### src/rtl/iter_divider.sv
// Radix-2 restoring divider for DIV/DIVU. It retires one quotient bit per cycle and
// holds {hi,lo} (remainder, quotient) until the requester takes the result.
module iter_divider #(
  parameter int WIDTH = 32
) (
  input  logic             clk,
  input  logic             resetn,
  input  logic             flush,
  input  logic             req_valid,
  output logic             req_ready,
  input  logic             req_signed,
  input  logic [WIDTH-1:0] a,
  input  logic [WIDTH-1:0] b,
  output logic             resp_valid,
  input  logic             resp_ready,
  output logic [WIDTH-1:0] hi,
  output logic [WIDTH-1:0] lo
);

  localparam int CNT_W = (WIDTH > 2) ? $clog2(WIDTH) : 1;
  localparam logic [CNT_W-1:0] LAST_STEP = CNT_W'(WIDTH - 1);

  typedef enum logic [1:0] {
    IDLE,
    CALC,
    FIXUP,
    DONE
  } state_t;

  state_t           state;
  logic [CNT_W-1:0] counter;
  logic [WIDTH-1:0] rem;
  logic [WIDTH-1:0] quo;
  logic [WIDTH-1:0] divisor;
  logic             sign_q;
  logic             sign_r;

  logic             accept;
  logic             neg_a;
  logic             neg_b;
  logic [WIDTH-1:0] a_mag;
  logic [WIDTH-1:0] b_mag;
  logic [WIDTH:0]   rem_sh;
  logic             take;
  logic [WIDTH-1:0] rem_next;
  logic [WIDTH-1:0] quo_next;

  // req_ready is a registered copy of (state == IDLE), so it can qualify the accept directly.
  assign accept = req_valid && req_ready && !flush;

  assign neg_a = req_signed && a[WIDTH-1];
  assign neg_b = req_signed && b[WIDTH-1];
  assign a_mag = neg_a ? -a : a;
  assign b_mag = neg_b ? -b : b;

  // The trial subtraction is one bit wider than the operands.
  // Shifting 0xFFFFFFFF into the partial remainder would otherwise lose the carry.
  assign rem_sh   = {rem, quo[WIDTH-1]};
  assign take     = (rem_sh >= {1'b0, divisor});
  assign rem_next = take ? WIDTH'(rem_sh - {1'b0, divisor}) : rem_sh[WIDTH-1:0];
  assign quo_next = {quo[WIDTH-2:0], take};

  // NOTE: the iteration registers have no reset.
  // They are loaded on every accept, and their contents are never observed outside CALC/FIXUP.
  always_ff @(posedge clk) begin
    if (accept) begin
      rem     <= '0;
      quo     <= a_mag;
      divisor <= b_mag;
      sign_q  <= neg_a ^ neg_b;
      sign_r  <= neg_a;
    end else if (state == CALC) begin
      rem <= rem_next;
      quo <= quo_next;
    end
  end

  always_ff @(posedge clk) begin
    if (!resetn) begin
      state      <= IDLE;
      counter    <= '0;
      req_ready  <= 1'b1;
      resp_valid <= 1'b0;
      hi         <= '0;
      lo         <= '0;
    end else if (flush) begin
      state      <= IDLE;
      req_ready  <= 1'b1;
      resp_valid <= 1'b0;
    end else begin
      unique case (state)
        IDLE: begin
          if (accept) begin
            counter   <= '0;
            req_ready <= 1'b0;
            if (b == '0) begin
              state      <= DONE;
              resp_valid <= 1'b1;
              lo         <= '1;
              hi         <= a;
            end else begin
              state <= CALC;
            end
          end
        end
        CALC: begin
          counter <= counter + 1'b1;
          if (counter == LAST_STEP) state <= FIXUP;
        end
        FIXUP: begin
          lo         <= sign_q ? -quo : quo;
          hi         <= sign_r ? -rem : rem;
          state      <= DONE;
          resp_valid <= 1'b1;
        end
        DONE: begin
          if (resp_ready) begin
            state      <= IDLE;
            resp_valid <= 1'b0;
            req_ready  <= 1'b1;
          end
        end
        default: state <= IDLE;
      endcase
    end
  end

endmodule

### config.mk
export PLATFORM = sky130hd
export DESIGN_NAME = iter_divider
export DESIGN_NICKNAME = d
export VERILOG_FILES = /design/src/rtl/iter_divider.sv
export SDC_FILE = /design/constraint.sdc
export NUM_CORES = 1
export LEC_CHECK = 0
export BUFFER_PORTS_ARGS = -buffer_cell sky130_fd_sc_hd__buf_2
export CAP_MARGIN = 25
export CORE_UTILIZATION = 45
export CTS_CLUSTER_DIAMETER = 150
export DETAILED_ROUTE_END_ITERATION = 10
export HOLD_SLACK_MARGIN = 0.1
export MAX_ROUTING_LAYER = met4
export PLACE_DENSITY = 0.73
export SLEW_MARGIN = 20
export SYNTH_ARGS = -nofsm -noshare
export SYNTH_HDL_FRONTEND = slang
export SYNTH_SLANG_ARGS = --single-unit
### constraint.sdc
create_clock -name clk -period 2.69 [get_ports clk]
set_clock_uncertainty 0.05 [all_clocks]
set_input_delay 0.269 -clock clk [delete_from_list [all_inputs] [get_ports clk]]
set_output_delay 0.269 -clock clk [all_outputs]
set_load 0.05 [all_outputs]
# Word level (Yosys, flattened, before mapping)
# Index checks and enable logic that the tools add are counted.
[word_totals]
inputBits = 70
out_inout_bits = 66
word_cells = 74
ff_bits = 171
[op_classes]
n_bitwise = 3
n_addsub = 6
n_eq_ne = 8
muxes = 27
n_reduce_logical = 18
magnitude_cmp = 1
[ops]
columns = ["cell", "n"]
rows = [
  ["32-bit two-way mux", 11],
  ["32-bit negator", 4],
  ["32-bit case mux with 2 select lines", 2],
  ["33-bit by 32-bit greater-or-equal comparator with 1-bit output", 1],
  ["32-bit zero test", 1],
  ["32-bit subtractor", 1],
  ["5-bit case mux with 2 select lines", 1],
  ["3-bit AND reduction", 3],
  ["2-bit two-way mux", 4],
  ["2-bit case mux with 4 select lines", 1],
  ["4-bit AND reduction", 2],
  ["2-bit nonzero test", 4],
  ["2-bit != test (second input constant)", 3],
  ["5-bit by 1-bit adder with 5-bit output (second input constant)", 1],
  ["5-bit == test (second input constant)", 1],
  ["1-bit two-way mux", 5],
  ["5-bit two-way mux", 1],
  ["2-bit == test (second input constant)", 2],
  ["1-bit logical AND", 4],
  ["1-bit case mux with 3 select lines", 1],
  ["3-bit nonzero test", 1],
  ["2-bit by 1-bit == test with 1-bit output (second input constant)", 1],
  ["2-bit zero test", 1],
  ["2-bit by 1-bit != test with 1-bit output (second input constant)", 1],
  ["other kinds (5)", 6],
]

# Logic depth before layout (Yosys ltp)
# Gate-level depths: netlist (run 1).
[logic_depth]
ltp_word = 4
ltp_mapped = 12
mapped_depth_nobuf = 11

# Worst setup path before layout (run 1)
# OpenSTA, ideal clock, no wires.
[synth_path]
kind = "reg2reg"
start = "register quo[31]"
end = "register rem[30]"
synth_period_minus_slack_ns = 2.817
setup_slack_ns = -0.127
arrival_time_ns = 2.630
required_ns = 2.503
setup_ns = 0.137
path_stages_with_launch = 12
n_path_buf = 0
cell_sequence = "edfxtp_1 > inv_1 > ha_1 > fa_1 > nand2b_1 > a21oi_1 > o311ai_0 > nand3_1 > a2111oi_1 > or4b_2 > o311ai_0 > a31oi_1"
[synth_between]
elab_chain_cells = 2
word_cells_on_any_way = 3
cone_classes = "add/sub: 1; order compare: 1; mux: 1"
[synth_lines]
columns = ["element", "line_no", "source"]
rows = [
  ["from (decl)", "33", "logic [WIDTH-1:0] quo;"],
  ["from (signal assigned)", "68", "quo <= a_mag;"],
  ["from (signal assigned)", "74", "quo <= quo_next;"],
  ["32-bit subtractor / 33-bit by 32-bit greater-or-equal comparator with 1-bit output (equally long branches)", "60, 59", ""],
  ["32-bit two-way mux *", "60", "assign rem_next = take ? WIDTH'(rem_sh - {1'b0, divisor}) : rem_sh[WIDTH-1:0];"],
  ["to (signal assigned)", "73", "rem <= rem_next;"],
  ["to (decl)", "32", "logic [WIDTH-1:0] rem;"],
]
# Every way passes the cells marked *; elsewhere a longest branch is shown, timed or not.
# A chain may end at the register's enable or synchronous reset.

# Worst setup path in the final report (run 1)
[layout_path]
start = "register rem[17]"
end = "register hi[22]"
[layout_between]
elab_chain_cells = 3
[layout_lines]
columns = ["element", "line_no", "source"]
rows = [
  ["32-bit negator", "112", "hi <= sign_r ? -rem : rem;"],
  ["32-bit two-way mux", "112", ""],
  ["32-bit case mux with 2 select lines", "91", "unique case (state)"],
  ["to (signal assigned)", "112", ""],
  ["to (decl)", "16", "output logic [WIDTH-1:0] hi,"],
]
# No other way between the ends.

==> results of run 1 <==
==> cell families after synthesis <==
| logic type | count (synthesis) | synth area share [%] |
|---|---|---|
| AO/OA/AOI/OAI | 401 | 23.00 |
| adder cells (fa/ha/maj) | 43 | 4.837 |
| XOR/XNOR | 139 | 10.80 |
| AND/OR/NAND/NOR | 435 | 18.70 |
| flip-flops | 171 | 36.21 |
| buffers and inverters | 135 | 4.771 |
| multiplexers | 19 | 1.686 |
==> synth_stat cells, types with 5 or more instances <==
master / number / area share [%]
sky130_fd_sc_hd__nand2_1: 161 / 5.4
sky130_fd_sc_hd__o21ai_0: 110 / 4.9
sky130_fd_sc_hd__dfxtp_1: 105 / 19
sky130_fd_sc_hd__nor2_1: 103 / 3.4
sky130_fd_sc_hd__xor2_1: 90 / 7.0
sky130_fd_sc_hd__a21oi_1: 88 / 3.9
sky130_fd_sc_hd__edfxtp_1: 66 / 18
sky130_fd_sc_hd__inv_1: 62 / 2.1
sky130_fd_sc_hd__clkbuf_1: 58 / 1.9
sky130_fd_sc_hd__xnor2_1: 49 / 3.8
sky130_fd_sc_hd__ha_1: 42 / 4.7
sky130_fd_sc_hd__a311oi_1: 34 / 2.6
sky130_fd_sc_hd__o211ai_1: 33 / 2.2
sky130_fd_sc_hd__o31ai_1: 28 / 1.9
sky130_fd_sc_hd__nor3_1: 26 / 1.2
sky130_fd_sc_hd__nand3_1: 25 / 1.1
sky130_fd_sc_hd__a211oi_1: 20 / 1.3
sky130_fd_sc_hd__mux2i_1: 19 / 1.7
sky130_fd_sc_hd__a31oi_1: 16 / 0.89
sky130_fd_sc_hd__a21o_1: 14 / 0.93
sky130_fd_sc_hd__nand2b_1: 14 / 0.78
sky130_fd_sc_hd__o41ai_1: 14 / 1.1
sky130_fd_sc_hd__or3_1: 12 / 0.67
sky130_fd_sc_hd__or4_1: 12 / 0.80
sky130_fd_sc_hd__nand4_1: 11 / 0.61
sky130_fd_sc_hd__nor4_1: 10 / 0.55
sky130_fd_sc_hd__nor3b_1: 9 / 0.60
sky130_fd_sc_hd__and2_1: 8 / 0.44
sky130_fd_sc_hd__nor2b_1: 8 / 0.44
sky130_fd_sc_hd__and3_1: 7 / 0.39
sky130_fd_sc_hd__buf_2: 7 / 0.31
sky130_fd_sc_hd__or2_2: 6 / 0.33
sky130_fd_sc_hd__a41oi_1: 5 / 0.39
sky130_fd_sc_hd__nand3b_1: 5 / 0.33
sky130_fd_sc_hd__o21a_1: 5 / 0.33
==> critical path, delay by kind of cell, from the launching register on <==
| kind | cells | cell delay (ns) |
|---|---|---|
| and+or+nand+nor | 4 | 1.04 |
| buffers and inverters | 3 | 0.48 |
| AOI/OAI and AO/OA | 3 | 0.48 |
| DFF | 1 | 0.35 |
| xor gates and xnor gates | 1 | 0.19 |
==> layer usage <==
| metal | GRT usage, % | wire [um] | vias up |
|---|---|---|---|
| met5 | - | 0 | - |
| met4 | 8.788 | 810 | 0 |
| met3 | 3.487 | 2186 | 58 |
| met2 | 40.40 | 15470 | 418 |
| met1 | 32.80 | 14320 | 5171 |
| li1 | - | - | 5495 |
==> layout by cell type, fill, tap and decap left out, types with 20 or more instances in the layout <==
cell type / n
sky130_fd_sc_hd__buf_4: 188
sky130_fd_sc_hd__dfxtp_1: 100
sky130_fd_sc_hd__nor3_1: 22
sky130_fd_sc_hd__clkbuf_16: 20
sky130_fd_sc_hd__inv_1: 59
sky130_fd_sc_hd__o21ai_0: 89
sky130_fd_sc_hd__nand3_1: 24
sky130_fd_sc_hd__buf_2: 134
sky130_fd_sc_hd__o211ai_1: 33
sky130_fd_sc_hd__a311oi_1: 33
sky130_fd_sc_hd__nand2_1: 158
sky130_fd_sc_hd__edfxtp_1: 66
sky130_fd_sc_hd__xor2_1: 90
sky130_fd_sc_hd__o31ai_1: 23
sky130_fd_sc_hd__ha_1: 34
sky130_fd_sc_hd__nor2_1: 101
sky130_fd_sc_hd__a21oi_1: 78
sky130_fd_sc_hd__xnor2_1: 49
==> through the flow <==
| step | setup TNS, ns | hold slack [ns] |
|---|---|---|
| after floorplan | -0.06500 | 0.3179 |
| final | -0.02007 | 0.1057 |
| after global routing | -0.9448 | 0.1057 |
| after detailed placement | -5.552 | 0.3970 |
| after global placement | -2.861 | 0.3944 |
| after CTS | -0.05569 | 0.1001 |
==> final cells by class <==
type / count / area share (%)
Multi-Input combinational cell: 1037 / 47.70
Sequential cell: 171 / 27.26
Timing Repair Buffer: 349 / 16.66
Clock buffer: 17 / 2.835
Tap cell: 324 / 2.702
Inverter: 63 / 1.576
Clock inverter: 15 / 1.268
==> power breakdown <==
part	leakage, uW	switching (uW)	total [uW]	internal, uW
logic	0.00443	2040	3770	1730
clock network	0.000303	1240	2590	1350
registers	0.00148	184	3100	2920
total	0.00621	3460	9460	6000
==> final timing paths <==
kind | start | endpoint | slack, ns | depth (start not counted)
worst min-delay path | resp_ready | req_ready | 0.11 | 3
worst max-delay path | rem[17] | hi[22] | -0.02 | 11
worst min register to register | hi[8] | hi[8] | 0.41 | 2
worst max register to register | rem[17] | hi[22] | -0.02 | 11
==> flip-flops by register name, summed over array words and instances (netlist names) <==
name,count
req_ready,1
rem,32
resp_valid,1
counter,5
quo,32
lo,32
divisor,32
state,2
hi,32
sign_q,1
sign_r,1
==> timing repair <==
item / 4_1_cts / 5_1_grt
hold endpoints to repair: 7 / 0
hold buffers: 7 / 0
pin swaps: 22 / 56
cloned: 0 / 3
endpoints found under the setup margin: 17 / 61
resized for setup: 36 / 90
buffers inserted: 5 / 11
==> results by stage, run 1 <==
Cells and area:
- After routing the design area is ~15000 um2.
- The diode insertion count for antenna repair is 0.
- The share of final-layout standard cells stronger than drive strength 1 is about 29%.
- The finished layout holds about 2000 standard cells, fillers aside.
- The area growth from synthesis to layout is 33.05%.
- The footprint of the multi-input gates is ~7200 um2.
- The layout has 2058 filler cells.
- Cells fill about 61% of the core in the end.
- After the last flow step, the layout net total stands at between 1500 and 2000.
- In the final layout, flip-flops and latches occupy 4090 um2.

Clock network:
- The clock latency of the later-clocked register in the worst-skew pair is between 0.4 and 0.5 ns.
- The cell chosen for the clock root is sky130_fd_sc_hd__clkbuf_16.
- Buffers inserted during clock tree synthesis total 17.
- CTS saw around 170 sinks.
- The clock-pin slew on the worst setup and hold paths is 0.07 ns.
- The longest clock path from root to sink contains 2 buffers.
- The H-tree was split into 4 levels.
- TritonCTS built the clock tree.

Run status:
- The final reports fail on negative setup slack.
- The flow ran to the end, but the final reports show violations.

Logic synthesis:
- After synthesis, the netlist uses between 60 and 70 different library cells.
- Among all flip-flop cells after synthesis, the most frequent one is sky130_fd_sc_hd__dfxtp_1.
- The number of instances in the synthesized netlist is ~1300.
- Counting every net in the synthesized netlist gives between 1000 and 1500.
- Dividing the synthesized area by the synthesized cell count gives 8.397 um2.
- The number of storage elements in the synthesis netlist is roughly 170.
- The share of async-settable or async-resettable flops after synthesis is 0%.
- The number of enable-type register cells in the synthesized netlist is 66.
- The post-synth design cell area is between 10000 and 15000 um2.
- For this run, the register share of the synthesized area comes to 36.21%.
- During synthesis, Yosys emitted a total of 0 warnings.

Critical path:
- Walking the worst path, the cells encountered are buf_4 -> or4_4 -> nor4_4 -> buf_4 -> nand4b_1 -> buf_6 -> o21ai_1 -> xor2_1 -> nand2_1 -> o21ai_0 -> o21ai_0.
- Along the worst path, the maximum fanout reaches 5.
- On the critical path, the stage with the largest delay is an instance of sky130_fd_sc_hd__or4_4.
- The type of element launching the critical path is a flop.
- The endpoint kind of the worst setup timing path is a flop.
- STA puts the critical path data required time at approximately 3.0 ns.
- The data arrival time of the critical path is between 2 and 3 ns.
- The critical path is of the flop to flop type.
- The delay of the slowest cell on the worst path is 0.55 ns.

GRT:
- The first global-routing pass estimated 51250 um of wire.
- Global routing consumed, over all layers together, 25.28% of the routing resources.
- The number of antenna violations at the first check in global routing is 0.
- The pin count of the biggest net entering global routing is 98.
- The via count of the first global-routing pass came to between 10000 and 15000.
- The total overflow left after global routing is 0.

Die:
- The x dimension of the die is ~160 um.
- Once the floorplan was initialized, standard cells occupied 46.10% of the core.
- During I/O placement, the number of pins put on the boundary was approximately 140.
- The die is between 150 and 200 um tall.
- The region available for standard cell placement spans 24460 um2.
- The floorplan row count is 57.
- The die covers approximately 26000 um2.

Min path:
- The min-delay analysis places its worst path in the category input pin to flop.

STA:
- Setup repair after global routing could not meet its margin everywhere.
- Dividing the final minimum period by the clock period gives 100.6%.
- The relative slew slack is between 50 and 60%.
- The number of failing setup endpoints in the final timing report is 2.
- The smallest setup slack after layout is -0.01685 ns.
- The highest attainable clock frequency is ~370 MHz.
- The max-slew violation count is 0.
- The final critical path time including I/O delays and setup is around 2.7 ns.
- The number of hold-slack violations in the final timing report is 0.
- For the pin with the worst max-slew slack, the measured transition is 0.7481 ns.

Power:
- The worst ir drop on vdd is between 0.0003 and 0.0004 V.
- The power consumption is 9461 uW.
- For this design the ratio of total power to cell area is between 600 and 700 nW/um2.
- For this design the static power due to leakage is approximately 0.0062 uW.

Placed design:
- The cell area after placement is about 14000 um2.
- The final weighted congestion in routability-driven placement is a little over 0.9.
- The HPWL after detailed placement is ~24000 um.
- The pre-CTS setup slack is -0.3481 ns.
- The placed cell count is 1921.
- The total of buffers placed on input and output ports is 135.

Detailed routing:
- For this block, the initial DRC count from the detailed router was around 990.
- The mean number of vias per cell is 5.639.
- The first-pass iteration count of the detailed router is 5.
- Summing over every cut layer, the via total after detailed routing is about 11000.
- For this run, design rule violations remaining after detail routing come to 0.
- For this block, the routed nets add up to around 33000 um of wire.
- The detail route stage leaves a number of antenna-violating nets equal to 0.
- The final routed wire length divided by cell count is roughly 17 um.

Job:
- The reported max-cap violation count is 0.
No activity file was read; power rests on OpenSTA's default activity.
==> inputs of run 2 (changes only) <==
CORE_ASPECT_RATIO = 0.5   (was unset)
CORE_MARGIN = 2   (was unset)
HOLD_SLACK_MARGIN = unset   (was 0.1)
==> run 2 against run 1 <==
Net effect:
- the run still ends with negative setup slack left
- critical path depth increased by 1
- register-to-register slack got worse by 0.02 ns
- flip-flop and latch count unchanged
- sequential share of layout area increased by 0.14 points
- clock power increased by 4%
- cell count increased by 0.81%
- hold slack got worse by 0.017 ns
- cell area decreased by 0.52%
- non-clock buffer count increased by 4
- via count increased by 1.5%
- combinational power increased by 1%
- largest cell class unchanged
==> results by stage, run 2 (synthesis gave the netlist of run 1 again) <==
Run status:
- The flow ran to the end, but the final reports show violations.
- The checks that failed: negative setup slack.

Cells and area:
- The most common cell after layout, fill and taps aside is sky130_fd_sc_hd__buf_4.
- The multi-input combinational cells in the finished layout cover a total of ~7000 um2.
- The repair_antennas step left the layout with diodes totalling 0.
- In the layout the commonest cells are sky130_fd_sc_hd__buf_4 (207), sky130_fd_sc_hd__nand2_1 (158), sky130_fd_sc_hd__buf_2 (135).
- The footprint of the flip-flops and latches is just over 4000 um2.
- The final net count is 1756.
- The area growth from synthesis to layout is 32.36%.
- The filler cells instantiated in the layout total 2051.
- For this run, the share of the core covered by cells in the final layout is between 60% and 70%.
- The number of standard cells in the final layout excluding fillers is 1992.
- The share of final-layout standard cells stronger than drive strength 1 is 29.17%.

Clock network:
- At the later pin of the worst-skew pair, clock insertion delay measures between 0.4 and 0.5 ns.
- TritonCTS built the clock tree.
- The number of clock sinks seen by CTS is between 150 and 200.
- The clock-pin slew on the worst setup and hold paths is 0.07 ns.
- The cell chosen for the clock root is sky130_fd_sc_hd__clkbuf_16.
- The clock buffer count from CTS is 17.
- The longest clock path from root to sink contains 2 buffers.
- The clock tree synthesis step divided the H-tree into 4 levels.

Critical path:
- The signal on the critical path passes through inv_1 -> ha_4 -> nand2_2 -> or3_4 -> nor3_4 -> nor3b_4 -> a21boi_4 -> nor2_4 -> buf_4 -> clkbuf_16 -> a21boi_0 -> a21oi_2.
- The delay of the slowest cell on the worst path is about 0.36 ns.
- Along the worst path, the maximum fanout reaches 6.
- Counting both buffers and inverters, the worst setup path holds a total of 3.
- In this design, the largest share of critical-path delay is due to simple AND/OR/NAND/NOR gates.
- The classification of the worst setup path is flop to flop.
- The data arrival time of the critical path is 3.01 ns.
- The standard cell with the maximum stage delay on the critical path is sky130_fd_sc_hd__or3_4.
- The reg-to-reg setup timing slack is -0.03 ns.
- The type of element launching the critical path is a flop.
- Data on the critical path is required at its endpoint by roughly 3 ns.
- The endpoint kind of the worst setup timing path is a flop.

GRT:
- The first global-routing pass estimated around 54000 um of wire.
- The total overflow left after global routing is 0.
- Entering global routing, the biggest net connects a little under 100 pins.
- In the global route stage, overall resource usage came out at 26.41%.
- The number of antenna violations at the first check in global routing is 0.
- The via count of the first global-routing pass is between 10000 and 15000.

Die:
- The x dimension of the die is 227.9 um.
- The total core area is 24320 um2.
- The die is approximately 120 um tall.
- 136 I/O pins were placed.
- After floorplanning, the core was divided into 40 placement rows.
- The initial core utilization is 46.36%.
- The floorplan step defined a die boundary enclosing around 26000 um2.

STA:
- The number of hold-slack violations in the final timing report is 0.
- The final clock period utilization by the worst path is 101.2%.
- The highest attainable clock frequency is around 370 MHz.
- The relative slew slack is a little over two fifths.
- Setup total negative slack on the finished layout was measured at -0.1166 ns.
- The smallest setup slack after layout is -0.03238 ns.
- At the pin with the least slew margin, the transition time is roughly 0.86 ns.
- Counting I/O delays and the setup requirement, the final critical path takes between 2 and 3 ns.
- The max-slew violation count was 0.
- The number of failing setup endpoints in the final timing report is 5.
- Setup repair after global routing could not meet its margin everywhere.

Detailed routing:
- Before antenna repair, the detailed router went through 5 iterations.
- Routed signal wires occupy layers up through met4.
- The routed wire length on met2 is 15500 um.
- The post-detailed-route count of antenna-violating nets is 0.
- The routed design has 34360 um of wire.
- After detailed routing, the average wire length per cell comes to 17.25 um.
- After detailed routing, the number of remaining DRC violations is 0.
- The wire length the detailed router placed on met1 is 16020 um.
- In this run, the number of DRC markers left after iteration 0 of detailed routing was between 800 and 900.
- The final route contains between 10000 and 15000 vias.
- The mean number of vias per cell is 5.678.
- After detailed routing, the met3 layer carries between 1500 and 2000 um of wire.

Power:
- The worst ir drop on vdd is ~0.00056 V.
- Dividing total power by cell area gives a power density of 645.2 nW/um2.
- The leakage power is 0.006174 uW.

Placed design:
- During placement, the flow inserted port buffers numbering between 100 and 150.
- Counting tap cells, the placed design contains a total of about 1900 instances.
- At the end of routability-driven placement, the weighted congestion stood at 0.9590.
- Detailed placement ended at an HPWL of approximately 26000 um.

Job:
- Across the run, the number of max-cap violations was 0.

Min path:
- The min-delay analysis places its worst path in the category input pin to flop.
## run 2: path summary, 6_finish.rpt
| check | startpoint | endpoint | cells after the start |
|---|---|---|---|
| max | divisor[24] | rem[28] | 12 |
| max reg2reg | divisor[24] | rem[28] | 12 |
| min reg2reg | hi[6] | hi[6] | 2 |
| min | b[11] | divisor[11] | 2 |
## run 2: power by group
part	switching (uW)	internal, uW	total, uW
Sequential	191	2920	3110
Clock	1130	1570	2700
Combinational	2050	1770	3810
Total	3370	6260	9630
## run 2: worst register-to-register path, stage by stage, from the launching register on
cell and delay [ns]:
sky130_fd_sc_hd__edfxtp_1 0.33, sky130_fd_sc_hd__inv_1 0.07, sky130_fd_sc_hd__ha_4 0.28, sky130_fd_sc_hd__nand2_2 0.08, sky130_fd_sc_hd__or3_4 0.36, sky130_fd_sc_hd__nor3_4 0.23, sky130_fd_sc_hd__nor3b_4 0.25, sky130_fd_sc_hd__a21boi_4 0.24
sky130_fd_sc_hd__nor2_4 0.08, sky130_fd_sc_hd__buf_4 0.15, sky130_fd_sc_hd__clkbuf_16 0.15, sky130_fd_sc_hd__a21boi_0 0.25, sky130_fd_sc_hd__a21oi_2 0.08
## run 2: cell type report
cell class	instances	share of cell area, %
Tap cell	336	2.816
Clock inverter	12	1.232
Timing Repair Buffer	353	16.24
Clock buffer	20	2.925
Inverter	63	1.584
Multi-Input combinational cell	1037	47.80
Sequential cell	171	27.40
## run 2: per-stage QoR
| step | power [uW] | setup WS [ns] | hold slack [ns] | area [um2] |
|---|---|---|---|---|
| 2_1_floorplan | 5041 | -0.06500 | 0.3179 | 11290 |
| 3_3_place_gp | 6333 | -0.2631 | 0.3909 | 13650 |
| 3_5_place_dp | 6409 | -0.3631 | 0.3941 | 13650 |
| 4_1_cts | 9241 | 0.001178 | 0.07044 | 14520 |
| 5_1_grt | 10080 | -0.1251 | 0.08025 | 14930 |
| 6_report | 9630 | -0.03238 | 0.08849 | 14930 |
## run 2: metal layers
layer / GRT usage [%] / vias to the layer above
li1: - / 5492
met1: 34.47 / 5392
met2: 42.05 / 364
met3: 3.962 / 63
met4: 9.673 / 0
met5: - / -
## run 2: what timing repair did
item,4_1_cts,5_1_grt
hold buffers,0,0
setup buffers,9,10
pin swaps,20,33
resized for setup,42,69
endpoints found under the setup margin,33,45
hold endpoints to repair,0,0
gates cloned,0,1
